## src/rtl/raster_engine.sv

```systemverilog
// Framebuffer rasterizer: draws CLEAR/PIXEL/LINE/RECT one pixel per cycle, then streams the frame row-major.
// Optional RASTER_XOR_EN adds cmd_xor_i so PIXEL/LINE/RECT writes XOR into the framebuffer.
module raster_engine #(
  parameter int COORD_W = 3,
  parameter int PIX_W   = 4
) (
  input  logic               clk,
  input  logic               rst_n,
  input  logic               cmd_valid_i,
  output logic               cmd_ready_o,
  input  logic [1:0]         cmd_op_i,
  input  logic [COORD_W-1:0] cmd_x1_i,
  input  logic [COORD_W-1:0] cmd_y1_i,
  input  logic [COORD_W-1:0] cmd_x2_i,
  input  logic [COORD_W-1:0] cmd_y2_i,
  input  logic [PIX_W-1:0]   cmd_color_i,
`ifdef RASTER_XOR_EN
  input  logic               cmd_xor_i,
`endif
  output logic               pix_valid_o,
  input  logic               pix_ready_i,
  output logic [PIX_W-1:0]   pix_data_o,
  output logic               frame_sync_o,
  output logic               pix_last_o,
  output logic               busy_o
);

  // state  | meaning
  // IDLE   | waiting for a command, cmd_ready_o high
  // CLEAR  | filling the whole grid row-major
  // PIXEL  | single write at (x1,y1)
  // LINE   | Bresenham walk, one pixel per cycle
  // RECT   | normalised rectangle fill, row-major
  // STREAM | sending the frame over the pixel port
  localparam int N    = 1 << COORD_W;
  localparam int NPIX = N * N;
  localparam int AW   = 2 * COORD_W;
  localparam int EW   = COORD_W + 2;

  typedef enum logic [2:0] {
    S_IDLE, S_CLEAR, S_PIXEL, S_LINE, S_RECT, S_STREAM
  } state_t;

  state_t                   state_q;
  logic [PIX_W-1:0]         fb_q [NPIX];
  logic [COORD_W-1:0]       cx_q, cy_q, xlo_q, xhi_q, yhi_q;
  logic                     sxn_q, syn_q, xor_q;
  logic signed [EW-1:0]     dx_q, dy_q, err_q;
  logic [PIX_W-1:0]         color_q;
  logic [AW-1:0]            idx_q;

  logic [COORD_W-1:0]       xmin, xmax, ymin, ymax, adx, ady;
  logic signed [EW-1:0]     dx_init, dy_init, err_init;
  logic signed [EW:0]       e2;
  logic                     step_x, step_y, draw_done, xor_in;
  logic                     wr_en;
  logic [AW-1:0]            wr_addr, idx_nxt;
  logic [PIX_W-1:0]         wr_data, first_pix;
  logic [COORD_W-1:0]       cx_step, cy_step;

  always_comb begin
    xmin     = (cmd_x1_i < cmd_x2_i) ? cmd_x1_i : cmd_x2_i;
    xmax     = (cmd_x1_i < cmd_x2_i) ? cmd_x2_i : cmd_x1_i;
    ymin     = (cmd_y1_i < cmd_y2_i) ? cmd_y1_i : cmd_y2_i;
    ymax     = (cmd_y1_i < cmd_y2_i) ? cmd_y2_i : cmd_y1_i;
    adx      = xmax - xmin;
    ady      = ymax - ymin;
    dx_init  = $signed({2'b00, adx});
    dy_init  = -$signed({2'b00, ady});
    err_init = dx_init + dy_init;
`ifdef RASTER_XOR_EN
    xor_in   = cmd_xor_i;
`else
    xor_in   = 1'b0;
`endif
    // Both compares are inclusive, so an error tie steps the minor axis too
    e2       = $signed({err_q, 1'b0});
    step_x   = e2 >= $signed({dy_q[EW-1], dy_q});
    step_y   = e2 <= $signed({dx_q[EW-1], dx_q});
    cx_step  = sxn_q ? cx_q - COORD_W'(1) : cx_q + COORD_W'(1);
    cy_step  = syn_q ? cy_q - COORD_W'(1) : cy_q + COORD_W'(1);
    wr_en    = (state_q == S_CLEAR) || (state_q == S_PIXEL) ||
               (state_q == S_LINE)  || (state_q == S_RECT);
    wr_addr  = {cy_q, cx_q};
    wr_data  = (xor_q && state_q != S_CLEAR) ? (fb_q[wr_addr] ^ color_q) : color_q;
    draw_done = (state_q == S_PIXEL) || (cx_q == xhi_q && cy_q == yhi_q);
    // The final draw write lands on the same edge the stream's first beat is loaded
    first_pix = (wr_en && wr_addr == '0) ? wr_data : fb_q[0];
    idx_nxt   = idx_q + AW'(1);
  end

  always_ff @(posedge clk or negedge rst_n) begin
    if (!rst_n) begin
      state_q      <= S_IDLE;
      for (int i = 0; i < NPIX; i++) fb_q[i] <= '0;
      cx_q         <= '0;
      cy_q         <= '0;
      xlo_q        <= '0;
      xhi_q        <= '0;
      yhi_q        <= '0;
      sxn_q        <= 1'b0;
      syn_q        <= 1'b0;
      xor_q        <= 1'b0;
      dx_q         <= '0;
      dy_q         <= '0;
      err_q        <= '0;
      color_q      <= '0;
      idx_q        <= '0;
      cmd_ready_o  <= 1'b1;
      pix_valid_o  <= 1'b0;
      pix_data_o   <= '0;
      frame_sync_o <= 1'b0;
      pix_last_o   <= 1'b0;
      busy_o       <= 1'b0;
    end else begin
      if (wr_en) fb_q[wr_addr] <= wr_data;
      case (state_q)
        S_IDLE: begin
          if (cmd_valid_i) begin
            cmd_ready_o <= 1'b0;
            busy_o      <= 1'b1;
            color_q     <= cmd_color_i;
            xor_q       <= xor_in;
            dx_q        <= dx_init;
            dy_q        <= dy_init;
            err_q       <= err_init;
            sxn_q       <= cmd_x2_i < cmd_x1_i;
            syn_q       <= cmd_y2_i < cmd_y1_i;
            case (cmd_op_i)
              2'b00: begin
                state_q <= S_CLEAR;
                cx_q    <= '0;
                cy_q    <= '0;
                xlo_q   <= '0;
                xhi_q   <= '1;
                yhi_q   <= '1;
              end
              2'b01: begin
                state_q <= S_PIXEL;
                cx_q    <= cmd_x1_i;
                cy_q    <= cmd_y1_i;
                xlo_q   <= cmd_x1_i;
                xhi_q   <= cmd_x1_i;
                yhi_q   <= cmd_y1_i;
              end
              2'b10: begin
                state_q <= S_LINE;
                cx_q    <= cmd_x1_i;
                cy_q    <= cmd_y1_i;
                xlo_q   <= cmd_x1_i;
                xhi_q   <= cmd_x2_i;
                yhi_q   <= cmd_y2_i;
              end
              default: begin
                state_q <= S_RECT;
                cx_q    <= xmin;
                cy_q    <= ymin;
                xlo_q   <= xmin;
                xhi_q   <= xmax;
                yhi_q   <= ymax;
              end
            endcase
          end
        end
        S_CLEAR, S_PIXEL, S_LINE, S_RECT: begin
          if (draw_done) begin
            state_q      <= S_STREAM;
            idx_q        <= '0;
            pix_valid_o  <= 1'b1;
            pix_data_o   <= first_pix;
            frame_sync_o <= 1'b1;
            pix_last_o   <= 1'b0;
          end else if (state_q == S_LINE) begin
            if (step_x) cx_q <= cx_step;
            if (step_y) cy_q <= cy_step;
            err_q <= err_q + (step_x ? dy_q : '0) + (step_y ? dx_q : '0);
          end else if (cx_q == xhi_q) begin
            cx_q <= xlo_q;
            cy_q <= cy_q + COORD_W'(1);
          end else begin
            cx_q <= cx_q + COORD_W'(1);
          end
        end
        S_STREAM: begin
          if (pix_ready_i) begin
            if (idx_q == {AW{1'b1}}) begin
              state_q      <= S_IDLE;
              pix_valid_o  <= 1'b0;
              pix_data_o   <= '0;
              frame_sync_o <= 1'b0;
              pix_last_o   <= 1'b0;
              cmd_ready_o  <= 1'b1;
              busy_o       <= 1'b0;
            end else begin
              idx_q        <= idx_nxt;
              pix_data_o   <= fb_q[idx_nxt];
              frame_sync_o <= 1'b0;
              pix_last_o   <= (idx_nxt == {AW{1'b1}});
            end
          end
        end
        default: state_q <= S_IDLE;
      endcase
    end
  end

endmodule

```

## config.mk

```make
export PLATFORM = sky130hd
export DESIGN_NAME = raster_engine
export DESIGN_NICKNAME = d
export VERILOG_FILES = /design/src/rtl/raster_engine.sv
export SDC_FILE = /design/constraint.sdc
export NUM_CORES = 1
export LEC_CHECK = 0
export CAP_MARGIN = 5
export CORE_AREA = 5 5 187 189
export DETAILED_ROUTE_END_ITERATION = 7
export DIE_AREA = 0 0 192 194
export GPL_TIMING_DRIVEN = 0
export PLACE_DENSITY = 0.66
export SLEW_MARGIN = 20
export SYNTH_ARGS = -nofsm -noshare
export SYNTH_HDL_FRONTEND = slang
export SYNTH_SLANG_ARGS = --single-unit
```

## constraint.sdc

```tcl
create_clock -name clk -period 6.1 [get_ports clk]
set_input_delay 0.915 -clock clk [delete_from_list [all_inputs] [get_ports clk]]
set_output_delay 0.915 -clock clk [all_outputs]
set_load 0.01 [all_outputs]
```

==> summary.md <==
| Metric | Value |
|---|---|
| Post-CTS resize count | 0 |
| Clk Latency, worst-skew pair | about 0.53 ns |
| Row count | 67 |
| Clock skew | 0.0224 ns |
| Leak Pwr | 8.57 nW |
| Worst Tran Pin Value | 1.18 ns |
| Slowest CP cell | clkdlybuf4s50_1 |
| Worst-path clk slew | 0.06 ns |
| Yosys reg bits | 308 |
| Max FO, Critical Path | 7 |
| CTS tree | built |
| Worst path bufs/invs | 2 |
| DIE AREA | about 37000 um2 |
| Mapped Cells | 1283 |
| Fmax | 223 MHz |
| Max Root-Sink Buffers | 3 |
| Via density | 6.00 |
| CTS root buffer | clkbuf_16 |
| Most frequent CP cell | ha_1 |
| Worst vdd ir | 178 uV |
| Final setup viols | 0 |
| Asr flop ratio synth | 100% |
| Placed cell areas | about 17000 um2 |
| H-tree depth | 2 |
| DRT Pass-1 Iters | 5 |
| Register area share after synthesis | 47.3% |
| Final-layout fill cell count | roughly 2800 |
| Post-synthesis cell type count | 74 |
| Power, Total | 0.00524 W |
| Max-Slew Margin vs Limit | 20.9% |
| Cell Pwr Density | 283 nW/um2 |
| Setup crit end kind | flip-flop |
| Inserted Clock Buffers | 36 |
| Syn avg cell area | between 10 and 15 um2 |
| RSZ-0062 raised after global routing | false |
| Worst Hold Class | input pin to asynchronous set/reset pin |
| Initial antenna violation count | 0 |
| Final worst-path cycle share | between 70% and 80% |
| Syn nets | 1345 |
| CP top delay family | adder cells |
| Fin. max-slew vios | 0 |
| Core Footprint | approximately 33000 um2 |
| I/O pin total | 31 |
| Pin count of the biggest net entering global routing | 100 |
| Fin nets | 1416 |
| Initial Utilization | between 40 and 50% |
| First-pass GRT wire length | 66200 um |
| Critical Path RT | 6.51 ns |
| Min cycle time layout | 4.48 ns |
| CP cell instances | clkdlybuf4s50_1, inv_1, ha_1, nand3_1, o21ai_0, nor2_1, nor2_1, a21boi_0, ha_1, and3b_1, xnor2_1, ha_1, ha_1, nor2b_1, o221a_2, a32oi_1, nand2b_1 |
| Layout cells sized above 1 | 31.0% |
| Hold violation total from the final report | 0 |
| Primary FF master, synth | dfrtp_1 |
| Biggest cell delay along the critical path | around 0.55 ns |
| Post-CTS setup buffer count | 0 |
| Mapped Area | around 16000 um2 |
| Via count | 11000 |
| Die X-Extent | 192 um |
| Total GRT Usage | 23.1% |
| Critical Path AT | 4.89 ns |
| Total gr overflow | 0 |
| Cts hold-fix bufs | 0 |
| Yosys warnings | 0 |
| RD Place Congestion | roughly 0.9 |
| Area delta synth->final | 13.6% |
| DRT Wirelength | 42800 um |
| Max cap viols | 0 |
| DRC | 0 |
| Commonest non-fill, non-tap cell in the layout | dfrtp_1 |
| CP Launch Type | input pin |
| Iter 0 DRT Violations | 866 |
| CTS Sinks | 308 |
| Chip height | approximately 190 um |
| Antenna-violating nets left | 0 |
| IO buf count | 30 |
| Vias in the first global route | 11200 |
| DR WL/cell | 23.4 um |
| Hpwl dp | 29900 um |
| Number of synthesized flops with an enable pin | 0 |
| Crit Path Class | input pin to flip-flop |
| Outcome | finished clean |
| Most frequent cells in the layout | dfrtp_1 (307), mux2_2 (247), nand2_1 (103) |
| Design area | 18500 um2 |
[synthesized netlist by cell type, drive strengths merged, types with 8 or more instances]
| cell | count | area share [%] |
|---|---|---|
| nor3 | 25 | 0.92 |
| o21ai | 51 | 1.6 |
| and2 | 9 | 0.35 |
| buf | 35 | 1.5 |
| o31ai | 8 | 0.37 |
| nand2b | 8 | 0.31 |
| nand2 | 103 | 2.4 |
| nand3 | 19 | 0.58 |
| mux2 | 261 | 18 |
| nor2b | 8 | 0.31 |
| clkbuf | 44 | 1.0 |
| nor2 | 63 | 1.9 |
| mux2i | 33 | 2.0 |
| mux4 | 68 | 9.6 |
| a21oi | 28 | 0.86 |
| inv | 42 | 0.97 |
| ha | 35 | 2.7 |
| dfrtp | 307 | 47 |
| a211o | 9 | 0.48 |
| xnor2 | 16 | 0.98 |
| a31oi | 10 | 0.38 |
[final timing paths]
| path | slack [ns] | endpoint | cells after the start | startpoint |
|---|---|---|---|---|
| max reg2reg | 1.88 | pix_data_o[3] | 13 | idx_q[0] |
| min in group clk | 0.49 | fb_q[27] | 1 | fb_q[27] |
| min | 0.20 | fb_q[61] | 1 | rst_n |
| min reg2reg | 0.49 | fb_q[27] | 1 | fb_q[27] |
| max in group asynchronous | 4.67 | cmd_ready_o | 3 | rst_n |
| max | 1.62 | err_q[4] | 17 | cmd_y1_i[1] |
[through the flow]
stage / worst slack (ns) / hold WS (ns) / instances / TNS (ns) / util (%)
final: 1.62 / 0.196 / 1829 / 0 / 55.9
after global routing: 1.35 / 0.191 / 1828 / 0 / 55.8
after CTS: 1.63 / 0.187 / 1828 / 0 / 55.8
after detailed placement: 1.12 / 0.471 / 1764 / 0 / 52.0
after global placement: -9.21 / 0.464 / 1761 / -2823.24 / 51.8
after floorplan: 2.17 / 0.450 / 1283 / 0 / -
[logic make-up after synthesis]
group	after synthesis	synth area share [%]
flip-flops	308	47.3
multiplexers	362	29.6
buffers and inverters	123	3.53
XOR/XNOR	20	1.19
adder cells (fa/ha/maj)	40	3.30
AO/OA/AOI/OAI	162	6.58
AND/OR/NAND/NOR	268	8.42
[sequential cells by signal, indices dropped and copies added (netlist names), 3 cells and up]
signal and cells:
color_q 4, cx_q 3, cy_q 3, dx_q 3
dy_q 5, err_q 5, fb_q 256, idx_q 6
pix_data_o 4, state_q 3, xhi_q 3, xlo_q 3
yhi_q 3
[per-layer routing]
layer  vias to the layer above  global-route usage (%)  routed length, um
li1                       4865                       -                  -
met1                      5688                    33.9              18900
met2                       336                    35.6              19900
met3                        78                    3.84               2600
met4                         0                    7.00               1350
met5                         -                       0                  0
[report_power, final]
part | switching [W] | internal [W] | total [W]
combinational | 0.000557 | 0.000336 | 0.000893
clock | 0.000864 | 0.00139 | 0.00226
sequential | 0.0000231 | 0.00206 | 0.00209
total | 0.00144 | 0.00379 | 0.00524
[area by class of cell]
cell class | count | area (um2) | area share (%)
clock buffer | 49 | 1020 | 5.51
multi-input combinational | 852 | 8000 | 43.3
timing repair buffer | 33 | 388 | 2.10
inverter | 44 | 165 | 0.893
antenna | 1 | 2.50 | 0.0135
clock inverter | 15 | 235 | 1.27
sequential | 308 | 7710 | 41.7
tap | 448 | 561 | 3.03
buffer | 79 | 410 | 2.22
[worst register-to-register path: stages, from the launching register on]
cell,delay [ns]
dfrtp_1,0.36
buf_6,0.21
buf_6,0.24
buf_2,0.31
inv_1,0.08
ha_1,0.34
buf_2,0.35
buf_1,0.72
mux4_2,0.42
mux2i_1,0.46
nor2_1,0.11
nor3_2,0.18
a31oi_1,0.10
a211o_1,0.23
(Power assumes the default switching activity.)
